[src/rtl/inst_rom_arbiter_if.sv]
// inst_rom_arbiter_if: request/response channels of both ROM ports plus the ROM read port.
interface inst_rom_arbiter_if #(
    parameter int ADDR_W = 32,
    parameter int DATA_W = 32
);
    logic              req0;
    logic [ADDR_W-1:0] addr0;
    logic              gnt0;
    logic              rvalid0;
    logic              rready0;
    logic [DATA_W-1:0] rdata0;
    logic              flush0;
    logic              req1;
    logic [ADDR_W-1:0] addr1;
    logic              gnt1;
    logic              rvalid1;
    logic              rready1;
    logic [DATA_W-1:0] rdata1;
    logic              rom_ce;
    logic [ADDR_W-1:0] rom_addr;
    logic [DATA_W-1:0] rom_inst;

    modport slave (
        input  req0, addr0, rready0, flush0, req1, addr1, rready1, rom_inst,
        output gnt0, rvalid0, rdata0, gnt1, rvalid1, rdata1, rom_ce, rom_addr
    );

    modport master (
        output req0, addr0, rready0, flush0, req1, addr1, rready1, rom_inst,
        input  gnt0, rvalid0, rdata0, gnt1, rvalid1, rdata1, rom_ce, rom_addr
    );
endinterface

[src/rtl/inst_rom_arbiter.sv]
// inst_rom_arbiter: shares one combinational ROM read port between fetch (port 0) and loads (port 1).
// Define ROM_ARB_RR_EN for round-robin tie-break; otherwise port 0 has fixed priority.
module inst_rom_arbiter #(
    parameter int ADDR_W = 32,
    parameter int DATA_W = 32
) (
    input logic                clk,
    input logic                rst,
    inst_rom_arbiter_if.slave  bus
);
    typedef enum logic {EMPTY, FULL} slot_e;

    slot_e             st0_q, st0_d, st1_q, st1_d;
    logic [DATA_W-1:0] rdata0_q, rdata0_d, rdata1_q, rdata1_d;
    logic              elig0, elig1, gnt0, gnt1;
`ifdef ROM_ARB_RR_EN
    logic              last_q, last_d;
`endif

    always_comb begin
        // a full slot can take a new read only when its current response retires this cycle
        elig0 = rst && bus.req0 && !bus.flush0 && (st0_q == EMPTY || bus.rready0);
        elig1 = rst && bus.req1 && (st1_q == EMPTY || bus.rready1);
`ifdef ROM_ARB_RR_EN
        gnt1   = elig1 && (!elig0 || !last_q);
        gnt0   = elig0 && !gnt1;
        last_d = gnt1 ? 1'b1 : gnt0 ? 1'b0 : last_q;
`else
        gnt1   = elig1 && !elig0;
        gnt0   = elig0;
`endif
        st0_d    = gnt0 ? FULL : (bus.flush0 || bus.rready0) ? EMPTY : st0_q;
        st1_d    = gnt1 ? FULL : bus.rready1 ? EMPTY : st1_q;
        rdata0_d = gnt0 ? bus.rom_inst : rdata0_q;
        rdata1_d = gnt1 ? bus.rom_inst : rdata1_q;
    end

    always_ff @(posedge clk) begin
        if (!rst) begin
            st0_q    <= EMPTY;
            st1_q    <= EMPTY;
            rdata0_q <= '0;
            rdata1_q <= '0;
`ifdef ROM_ARB_RR_EN
            last_q   <= 1'b1;
`endif
        end else begin
            st0_q    <= st0_d;
            st1_q    <= st1_d;
            rdata0_q <= rdata0_d;
            rdata1_q <= rdata1_d;
`ifdef ROM_ARB_RR_EN
            last_q   <= last_d;
`endif
        end
    end

    assign bus.gnt0     = gnt0;
    assign bus.gnt1     = gnt1;
    assign bus.rom_ce   = gnt0 || gnt1;
    assign bus.rom_addr = gnt0 ? bus.addr0 : gnt1 ? bus.addr1 : '0;
    assign bus.rvalid0  = st0_q == FULL;
    assign bus.rvalid1  = st1_q == FULL;
    assign bus.rdata0   = rdata0_q;
    assign bus.rdata1   = rdata1_q;
endmodule

[src/flat_wrapper.sv]
// flat-port wrapper written by rule: the top's interface ports become plain ports
module inst_rom_arbiter_flat 
#(
    parameter int ADDR_W = 32,
    parameter int DATA_W = 32
)
  (clk, rst, bus_req0, bus_addr0, bus_rready0, bus_flush0, bus_req1, bus_addr1, bus_rready1, bus_rom_inst, bus_gnt0, bus_rvalid0, bus_rdata0, bus_gnt1, bus_rvalid1, bus_rdata1, bus_rom_ce, bus_rom_addr);
  inst_rom_arbiter_if #(.ADDR_W(ADDR_W), .DATA_W(DATA_W)) bus_i ();
  input logic clk;
  input logic rst;
  input wire logic [$bits(bus_i.req0)-1:0] bus_req0;
  input wire logic [$bits(bus_i.addr0)-1:0] bus_addr0;
  input wire logic [$bits(bus_i.rready0)-1:0] bus_rready0;
  input wire logic [$bits(bus_i.flush0)-1:0] bus_flush0;
  input wire logic [$bits(bus_i.req1)-1:0] bus_req1;
  input wire logic [$bits(bus_i.addr1)-1:0] bus_addr1;
  input wire logic [$bits(bus_i.rready1)-1:0] bus_rready1;
  input wire logic [$bits(bus_i.rom_inst)-1:0] bus_rom_inst;
  output wire logic [$bits(bus_i.gnt0)-1:0] bus_gnt0;
  output wire logic [$bits(bus_i.rvalid0)-1:0] bus_rvalid0;
  output wire logic [$bits(bus_i.rdata0)-1:0] bus_rdata0;
  output wire logic [$bits(bus_i.gnt1)-1:0] bus_gnt1;
  output wire logic [$bits(bus_i.rvalid1)-1:0] bus_rvalid1;
  output wire logic [$bits(bus_i.rdata1)-1:0] bus_rdata1;
  output wire logic [$bits(bus_i.rom_ce)-1:0] bus_rom_ce;
  output wire logic [$bits(bus_i.rom_addr)-1:0] bus_rom_addr;
  assign bus_i.req0 = bus_req0;
  assign bus_i.addr0 = bus_addr0;
  assign bus_i.rready0 = bus_rready0;
  assign bus_i.flush0 = bus_flush0;
  assign bus_i.req1 = bus_req1;
  assign bus_i.addr1 = bus_addr1;
  assign bus_i.rready1 = bus_rready1;
  assign bus_i.rom_inst = bus_rom_inst;
  assign bus_gnt0 = bus_i.gnt0;
  assign bus_rvalid0 = bus_i.rvalid0;
  assign bus_rdata0 = bus_i.rdata0;
  assign bus_gnt1 = bus_i.gnt1;
  assign bus_rvalid1 = bus_i.rvalid1;
  assign bus_rdata1 = bus_i.rdata1;
  assign bus_rom_ce = bus_i.rom_ce;
  assign bus_rom_addr = bus_i.rom_addr;
  inst_rom_arbiter #(.ADDR_W(ADDR_W), .DATA_W(DATA_W)) u_core (.clk(clk), .rst(rst), .bus(bus_i));
endmodule
[config.mk]
export PLATFORM = sky130hd
export DESIGN_NAME = inst_rom_arbiter_flat
export DESIGN_NICKNAME = d
export VERILOG_FILES = /design/src/rtl/inst_rom_arbiter_if.sv /design/src/rtl/inst_rom_arbiter.sv /design/src/flat_wrapper.sv
export SDC_FILE = /design/constraint.sdc
export NUM_CORES = 1
export LEC_CHECK = 0
export ABC_AREA = 1
export BUFFER_PORTS_ARGS = -buffer_cell sky130_fd_sc_hd__buf_4
export CORE_MARGIN = 2
export CORE_UTILIZATION = 41
export DETAILED_ROUTE_END_ITERATION = 8
export PLACE_DENSITY = 0.88
export SLEW_MARGIN = 40
export SYNTH_ARGS = -nofsm -noshare
export SYNTH_HDL_FRONTEND = slang
export SYNTH_SLANG_ARGS = --single-unit
export TNS_END_PERCENT = 1
[constraint.sdc]
create_clock -name clk -period 2.2 [get_ports clk]
set_input_delay 0.66 -clock clk [delete_from_list [all_inputs] [get_ports clk]]
set_output_delay 0.66 -clock clk [all_outputs]
set_load 0.05 [all_outputs]
# Word level (Yosys, flattened, before mapping)
# Index checks and enable logic that the tools add are counted.
# word_totals
regBits	66
inputBits	103
elab_cells	26
# classes
reduce_logical	14
bitwise	2
muxes	6
# ops
cell	count
two-way mux 32 bit	2
logical AND 1 bit	6
logical OR 1 bit	4
two-way mux 1 bit	4
nonzero test 2 bit	2
logical NOT 1 bit	2
NOT 1 bit	2

# Longest topological paths before layout
# Gate-level depths: netlist of the first run.
# depth
ltp_word	7
mapped_depth	8

# Worst setup path after synthesis of the first run
# OpenSTA, ideal clock, no wires.
# synth_timing
kind	input -> output
start	in bus_rready0
end	out bus_rom_addr[22]
slack_ns	-0.238
path_stages	8
required_ns	1.540
arrival_ns	1.778
path_buffers	1
cell_sequence	inv_1 -> nand2_1 -> nand2_2 -> nand2_1 -> inv_2 -> buf_2 -> nand2_1 -> nand2_1
# synth_between
elab_chain_cells	6
# synth_lines
element	line	rtl
start: declaration	flat_wrapper.sv:13	input wire logic [$bits(bus_i.rready0)-1:0] bus_rready0;
logical OR 1 bit	inst_rom_arbiter.sv:22	elig0 = rst && bus.req0 && !bus.flush0 && (st0_q == EMPTY || bus.rready0);
logical AND 1 bit	inst_rom_arbiter.sv:22	
logical NOT 1 bit	inst_rom_arbiter.sv:29	gnt1 = elig1 && !elig0;
logical AND 1 bit	inst_rom_arbiter.sv:29	
named net bus_gnt1	flat_wrapper.sv:22	output wire logic [$bits(bus_i.gnt1)-1:0] bus_gnt1;
two-way mux 32 bit (2 in a row)	inst_rom_arbiter.sv:61	assign bus.rom_addr = gnt0 ? bus.addr0 : gnt1 ? bus.addr1 : '0;
end: declaration	flat_wrapper.sv:26	output wire logic [$bits(bus_i.rom_addr)-1:0] bus_rom_addr;
# The timed path passes the listed nets, and every way through them passes these cells.

# Final worst setup path of the first run
# layout_timing
start	in bus_rready1
end	out bus_rom_addr[9]
# layout_between
elab_chain_cells	5
# layout_lines
element	line	rtl
start: declaration	flat_wrapper.sv:17	input wire logic [$bits(bus_i.rready1)-1:0] bus_rready1;
logical OR 1 bit	inst_rom_arbiter.sv:23	elig1 = rst && bus.req1 && (st1_q == EMPTY || bus.rready1);
logical AND 1 bit	inst_rom_arbiter.sv:23	
logical AND 1 bit	inst_rom_arbiter.sv:29	
two-way mux 32 bit (2 in a row)	inst_rom_arbiter.sv:61	
# No other way between the ends.

==> results of run 1 <==
-- synth_stat cells --
cell type  instances
a21oi_1           34
a21oi_2            1
buf_1              3
buf_2             23
buf_4              6
clkbuf_1           2
clkinv_1           1
dfxtp_1           66
inv_1             35
inv_2              1
nand2_1          133
nand2_2            1
nand3_1           64
nor2_1            32
nor2_2             1
nor3_1             1
o21ai_1           32
or2_2              1
-- worst register-to-register path, delay by kind of cell, from the launching register on --
kind,cells,cell delay (ns)
compound gates,1,0.19
flops,1,0.43
buf+inv,3,0.69
simple gates,3,0.43
-- logic make-up (layout without fill, tap and decap cells) --
| logic type | Yosys count | after routing |
|---|---|---|
| compound gates | 67 | 67 |
| buf+inv | 71 | 280 |
| flops | 66 | 66 |
| simple gates | 233 | 233 |
-- layer usage --
layer | vias up | track usage (%) | part of all wire (%)
met4 | 0 | 18.04 | 6.2
li1 | 1798 | - | -
met2 | 242 | 49.32 | 51
met3 | 72 | 16.14 | 11
met5 | - | 0 | 0
met1 | 1787 | 31.41 | 32
-- worst paths after layout --
path | start | to | slack (ns) | cells after the start
setup reg to reg | u_core.bus.rvalid0$_SDFFE_PN0P_ | u_core.bus.rdata1[1]$_SDFFE_PN0P_ | 0.38 | 7
hold reg to reg | u_core.bus.rdata0[10]$_SDFFE_PN0P_ | u_core.bus.rdata0[10]$_SDFFE_PN0P_ | 0.48 | 2
setup / recovery | bus_rready1 | bus_rom_addr[9] | -0.21 | 10
hold / removal | u_core.bus.rdata0[10]$_SDFFE_PN0P_ | u_core.bus.rdata0[10]$_SDFFE_PN0P_ | 0.48 | 2
-- flip-flops by register name, summed over array words and instances (netlist names) --
register	count
u_core.bus.rvalid1	1
u_core.bus.rvalid0	1
u_core.bus.rdata1	32
u_core.bus.rdata0	32
-- cell type report --
type                       count  share of cell area (%)
clock inverter                 5                   1.139
multi-input combinational    300                   27.94
inverter                      37                   2.848
timing repair buffer         227                   37.86
clock buffer                  11                   2.872
tap                           96                   2.279
sequential                    66                   25.07
-- timing repair --
action                                  CTS  global route
pin swaps                                11            14
setup buffers                             6             4
cloned                                    2             0
gates resized for setup                  79            40
endpoints found under the setup margin   34            34
-- per-stage QoR --
stage | power [mW] | setup WS (ns) | hold WS (ns)
after global routing | 3.690 | -0.2486 | 0.4845
final | 3.558 | -0.2064 | 0.4835
after global placement | 2.327 | -0.1511 | 0.4617
after detailed placement | 2.344 | -0.2130 | 0.4750
after floorplan | 1.964 | -0.04934 | 0.7030
after CTS | 3.496 | -0.07121 | 0.4857
-- power by group through the flow --
stage	combinational, mW	clock (mW)	sequential (mW)
2_1_floorplan	0.373	0	1.59
3_3_place_gp	0.992	0	1.33
3_5_place_dp	1.01	0	1.34
4_1_cts	1.09	1.10	1.31
5_1_grt	1.21	1.16	1.32
6_report	1.16	1.09	1.31
-- cells in the final DEF, fill, tap and decap left out, types with 2 or more instances in the layout --
cell,instances
buf_4,179
nand2_1,90
dfxtp_1,66
nand3_1,64
nand2_2,34
a21oi_1,34
inv_1,33
nor2_1,32
o21ai_1,32
buf_6,27
buf_8,16
clkbuf_8,11
nand2_4,10
buf_12,4
inv_6,3
inv_4,2
clkinv_2,2
==> key figures, run 1 <==
Floorplan
  • Initial Util: 42.82%
  • Die area: 7868 um^2
  • Chip Height: 88.70 um
  • I/O Pins: 204
  • Num rows: 30
  • Core Area: 6869 um^2
  • Die X-Extent: 88.70 um

Layout
  • Multi-input gate area: 1473 um^2
  • Layout Utilization: 76.74%
  • Final instance area: 5271 um^2
  • Diodes inserted: 0
  • # fillers: 456
  • # nets final: 744
  • Share of layout cells above drive strength 1: 45.51%
  • Reg area: 1321 um^2
  • Layout area overhead: 79.20%
  • Fin cells: 742

STA
  • Final WS setup: -0.2064 ns
  • TNS Setup: -3.130 ns
  • Pins Over Slew Limit: 0
  • Worst Skew: 0.01321 ns
  • Count of final setup violators: 33
  • Post-layout min period: 2.406 ns
  • Max Clk Rate: 415.6 MHz
  • Slew headroom: 56.63%
  • Unrepaired setup endpoints after global routing: true
  • Final worst-path cycle share: 109.4%
  • Final Hold Viols: 0
  • Slew @ Worst Pin: 0.6505 ns

CTS
  • Clock Path Buffers: 2
  • CTS root buffer: clkbuf_8
  • Total CTS buffers: 9
  • Clock sinks: 66
  • Later-pin clock latency in the skew report: 0.34 ns
  • H-tree levels: 3
  • Clock edge transition at the registers on the reported setup and hold paths: 0.08 ns
  • TritonCTS clock tree: done
  • Hold_buf cts: 0

Placement
  • Gpl congestion: 0.8427
  • Placed Cells: 715
  • Dpl cell area: 4554 um^2
  • PortBufs: 203
  • Post-DP HPWL: 7740 um

Setup path
  • CP bufs+invs: 6
  • Kind of end point of the critical path: output port
  • Slowest-stage cell, CP: a21oi_4
  • Arr. time, crit path: 1.75 ns
  • Worst-path maximum fanout: 5
  • WP data required: 1.54 ns
  • CP delay by family, top: buffers and inverters
  • Worst setup path class: input port to output port
  • Slowest stage delay, CP: 0.17 ns
  • Cell Chain, Critical Path: buf_4 -> inv_4 -> a21oi_4 -> nand2_4 -> inv_6 -> buf_6 -> buf_6 -> nand2_2 -> nand2_2 -> buf_8
  • Startpoint types: input port

Synthesis
  • Adder-Cell Fraction of Synth Area: 0%
  • Post-synthesis instance area: 2942 um^2
  • Total nets after synthesis: 540
  • Synth area leader: dfxtp_1
  • Main combinational cell family by area after synthesis: simple AND/OR/NAND/NOR gates
  • Synth Register Bits: 66
  • Compound-Gate Fraction of Synth Area: 11.53%
  • Top post-synthesis cells by area: dfxtp_1 (45%), nand2_1 (17%), nand3_1 (11%), a21oi_1 (5.8%), o21ai_1 (5.4%)
  • Area share of the leading cell type in the synthesized netlist: 44.92%
  • Simple logic cell fraction of the synthesized area: 32.75%
  • Sequential area share after synthesis: 44.92%
  • Ys Warns: 0
  • Syn avg cell area: 6.731 um^2
  • Multiplexer area fraction after synthesis: 0%
  • Unique cell type count in the Yosys netlist: 18
  • Post-synthesis cell count: 437
  • XOR/XNOR share of the synthesized area: 0%

Run status
  • Violated checks: negative setup slack
  • Status: finished with violations

Global routing
  • Number of global-route vias before repair: 3565
  • Initial antenna violation count: 0
  • Grt ovf: 0
  • GRT Util Overall: 30.54%
  • First-pass GRT wire length: 18150 um
  • Largest net degree at the start of global routing: 68

Power and ir drop
  • Power density over cell area: 674.9 nW/um^2
  • Logic pwr share: 32.6%
  • Share of power burned in registers: 36.9%
  • Internal: 2.291 mW
  • Net switching power: 1.267 mW
  • Leakage: 2.713 nW
  • Sw Share: 35.61%
  • Power share of the clock group: 30.5%
  • VDD IR max: 0.5501 mV

Routing
  • Total vias in the final route: 3899
  • Vias per cell: 5.255
  • Detailed Route WL: 13330 um
  • DR DRC count: 0
  • Remaining antenna violation count: 0
  • Initial DRC count: 291
  • Per-cell routed wire length: 17.96 um
  • DR pass1 iterations: 5

Flow run
  • Max-cap violations: 0

Min path
  • Hold crit path type: flip-flop to flip-flop
Power figures use the tool's default switching activity.
==> run 2, diff against run 1 <==
Settings changed: BUFFER_PORTS_ARGS -buffer_cell sky130_fd_sc_hd__buf_4 to default, CORE_AREA from default to 2 2 79 81, CORE_MARGIN 2 to default, CORE_UTILIZATION 41 to default, DIE_AREA from default to 0 0 81 83, DONT_BUFFER_PORTS from default to 1, PLACE_DENSITY 0.88 to 0.73.
==> run 2 against run 1 <==
Compared with the run above: the run still ends with negative setup slack left; flip-flop and latch count did not move; die area fell by 15%; global-route usage decreased by 8.2 points; non-clock buffer count fell by 195; final cell count down 29%; power decreased by 13%; sequential share of layout area increased by 12 points; register-to-register slack better by 0.20 ns; hold slack worse by 0.095 ns; core utilization fell by 16 points; wire length fell by 39%; largest power group unchanged.
==> key figures, run 2 (synthesis results as in run 1) <==
Routing
  • Remaining antenna violation count: 0 (unchanged)
  • Per-cell routed wire length: 15.55 um (-13%)
  • Detailed Route WL: 8164 um (-39%)
  • DR DRC count: 0 (unchanged)
  • Total vias in the final route: 2814 (-28%)
  • DR pass1 iterations: 5 (unchanged)
  • Vias per cell: 5.360 (+2.0%)
  • Initial DRC count: 131 (-55%)

CTS
  • CTS root buffer: clkbuf_8
  • Clock sinks: 66 (unchanged)
  • Clock Path Buffers: 2 (unchanged)
  • H-tree levels: 3 (unchanged)
  • Total CTS buffers: 9 (unchanged)
  • Clock edge transition at the registers on the reported setup and hold paths: 0.07 ns (about the same)
  • TritonCTS clock tree: done
  • Later-pin clock latency in the skew report: 0.34 ns (about the same)
  • Setup bufs post-CTS: 0 (-6)

Floorplan
  • Chip Height: 83 um (-6.4%)
  • Initial Util: 50.58% (+7.8 points)
  • Die area: 6723 um^2 (-15%)
  • Die X-Extent: 81 um (-8.7%)
  • Core Area: 5816 um^2 (-15%)
  • Num rows: 28 (-6.7%)
  • I/O Pins: 204 (unchanged)

Placement
  • Dpl cell area: 3152 um^2 (-31%)
  • Placed Cells: 509 (-29%)
  • PortBufs: 0 (-100%)
  • Gpl congestion: 0.7239 (-14%)
  • Post-DP HPWL: 5610 um (-28%)
  • DP Worst Slack: -0.06703 ns (+0.1459 ns)

Run status
  • Violated checks: negative setup slack
  • Status: finished with violations

Setup path
  • R2R cell count: 6 (-1)
  • Worst path most repeated cell: nand2_1
  • Critical Path Stages: 8 (-2)
  • WP data required: 1.54 ns (about the same)
  • Worst Setup EP: bus_rom_addr[9]
  • Worst setup path class: input port to output port
  • Worst flop-to-flop path startpoint: u_core.bus.rvalid0$_SDFFE_PN0P_
  • CP delay by family, top: simple AND/OR/NAND/NOR gates
  • CP bufs+invs: 3 (-3)
  • Startpoint types: input port
  • Critical path origin: rst
  • Kind of end point of the critical path: output port
  • Cell Chain, Critical Path: nand2_1 -> nor2_2 -> nand2_4 -> inv_2 -> buf_12 -> nand2_1 -> nand2_1 -> buf_6
  • RR Endpoint: u_core.bus.rdata1[5]$_SDFFE_PN0P_
  • Arr. time, crit path: 1.58 ns (-0.17 ns)
  • R2r setup slk: 0.58 ns (+0.20 ns)
  • Slowest stage delay, CP: 0.20 ns (+0.03 ns)
  • Worst-path maximum fanout: 67 (+62)
  • Slowest-stage cell, CP: buf_12

Power and ir drop
  • Total power: 3.094 mW (-13%)
  • Power density over cell area: 876.6 nW/um^2 (+30%)
  • Leakage: 1.660 nW (-39%)
  • VDD IR max: 0.5147 mV (-6.4%)

STA
  • Count of final setup violators: 24 (-27%)
  • Slew @ Worst Pin: 0.7868 ns (+0.1363 ns)
  • Max Clk Rate: 446.0 MHz (+7.3%)
  • Final worst-path cycle share: 101.9% (-7.5 points)
  • Worst Skew: 0.007736 ns (-0.005471 ns)
  • Final WS setup: -0.04230 ns (+0.1641 ns)
  • Slew headroom: 47.55% (-9.1 points)
  • Pins Over Slew Limit: 0 (unchanged)
  • Post-layout min period: 2.242 ns (-0.1641 ns)
  • Unrepaired setup endpoints after global routing: true
  • Final Hold Viols: 0 (unchanged)

Layout
  • Layout area overhead: 19.99%
  • Final instance area: 3530 um^2 (-33%)
  • Most common cell after layout, fill and taps aside: nand2_1
  • Diodes inserted: 0 (unchanged)
  • # nets final: 549 (-26%)
  • Fin cells: 525 (-29%)
  • Share of layout cells above drive strength 1: 14.89% (-31 points)
  • Commonest non-fill, non-tap cells in the layout: nand2_1 (118), dfxtp_1 (66), nand3_1 (64)

Flow run
  • Max-cap violations: 0 (unchanged)

Global routing
  • Number of global-route vias before repair: 2464 (-31%)
  • GRT Util Overall: 22.34% (-8.2 points)
  • First-pass GRT wire length: 11790 um (-35%)
  • Grt ovf: 0 (unchanged)
  • Largest net degree at the start of global routing: 92 (+35%)
  • Initial antenna violation count: 0 (unchanged)

Min path
  • Hold crit path type: input port to flip-flop
  • Worst Hold Depth: 1 (-1)
-- run 2: cell count changes in the layout (fill, tap and decap cells not counted), moves of 2 or more --
cell,before,now
buf_4,179,7
nand2_2,34,5
nand2_1,90,118
buf_8,16,1
buf_6,27,21
inv_6,3,0
buf_12,4,2
inv_1,33,35
inv_2,0,2
inv_4,2,0
-- run 2: layout make-up --
cell class / instances / area (um^2)
Clock inverter: 2 / 35.03
Fill cell: 550 / 2286
Sequential cell: 66 / 1321
Tap cell: 75 / 93.84
Clock buffer: 13 / 168.9
Inverter: 37 / 138.9
Timing Repair Buffer: 32 / 369.1
Multi-Input combinational cell: 300 / 1403
-- run 2: stage by stage --
stage / hold WS, ns / setup TNS (ns) / util (%)
CTS: 0.3724 / -0.01905 / 58.26
detailed placement: 0.6370 / -0.1098 / 54.20
global placement: 0.6350 / -0.05312 / 54.20
global route: 0.3714 / -2.401 / 60.69
finish: 0.3885 / -0.4491 / 60.69
floorplan: 0.7030 / -1.115 / -
-- run 2: timing repair --
action | in CTS | in global routing
setup endpoints to repair | 7 | 32
hold buffers | 0 | 0
hold endpoints to repair | 0 | 0
resized for setup | 9 | 30
cloned | 0 | 1
pin swaps | 0 | 5
-- run 2: how the worst min path moves through the flow --
stage,startpoint,end
after global placement,u_core.bus.rvalid1$_SDFFE_PN0P_,u_core.bus.rvalid1$_SDFFE_PN0P_
after CTS,bus_flush0,u_core.bus.rvalid0$_SDFFE_PN0P_
after global routing,bus_flush0,u_core.bus.rvalid0$_SDFFE_PN0P_
final,bus_flush0,u_core.bus.rvalid0$_SDFFE_PN0P_
after detailed placement,u_core.bus.rvalid1$_SDFFE_PN0P_,u_core.bus.rvalid1$_SDFFE_PN0P_
after floorplan,u_core.bus.rdata0[0]$_SDFFE_PN0P_,u_core.bus.rdata0[0]$_SDFFE_PN0P_
-- run 2: routing by layer --
| metal | part of all wire, % | GRT usage [%] |
|---|---|---|
| met2 | 49 | 36.74 |
| met5 | 0 | 0 |
| met1 | 39 | 24.76 |
| met4 | 1.3 | 8.012 |
| met3 | 11 | 10.65 |
-- run 2: power breakdown --
part / leakage [nW] / total, mW / switching (mW) / internal [mW]
logic: 1.01 / 0.478 / 0.324 / 0.154
registers: 0.542 / 1.58 / 0.307 / 1.27
clock network: 0.106 / 1.04 / 0.431 / 0.609
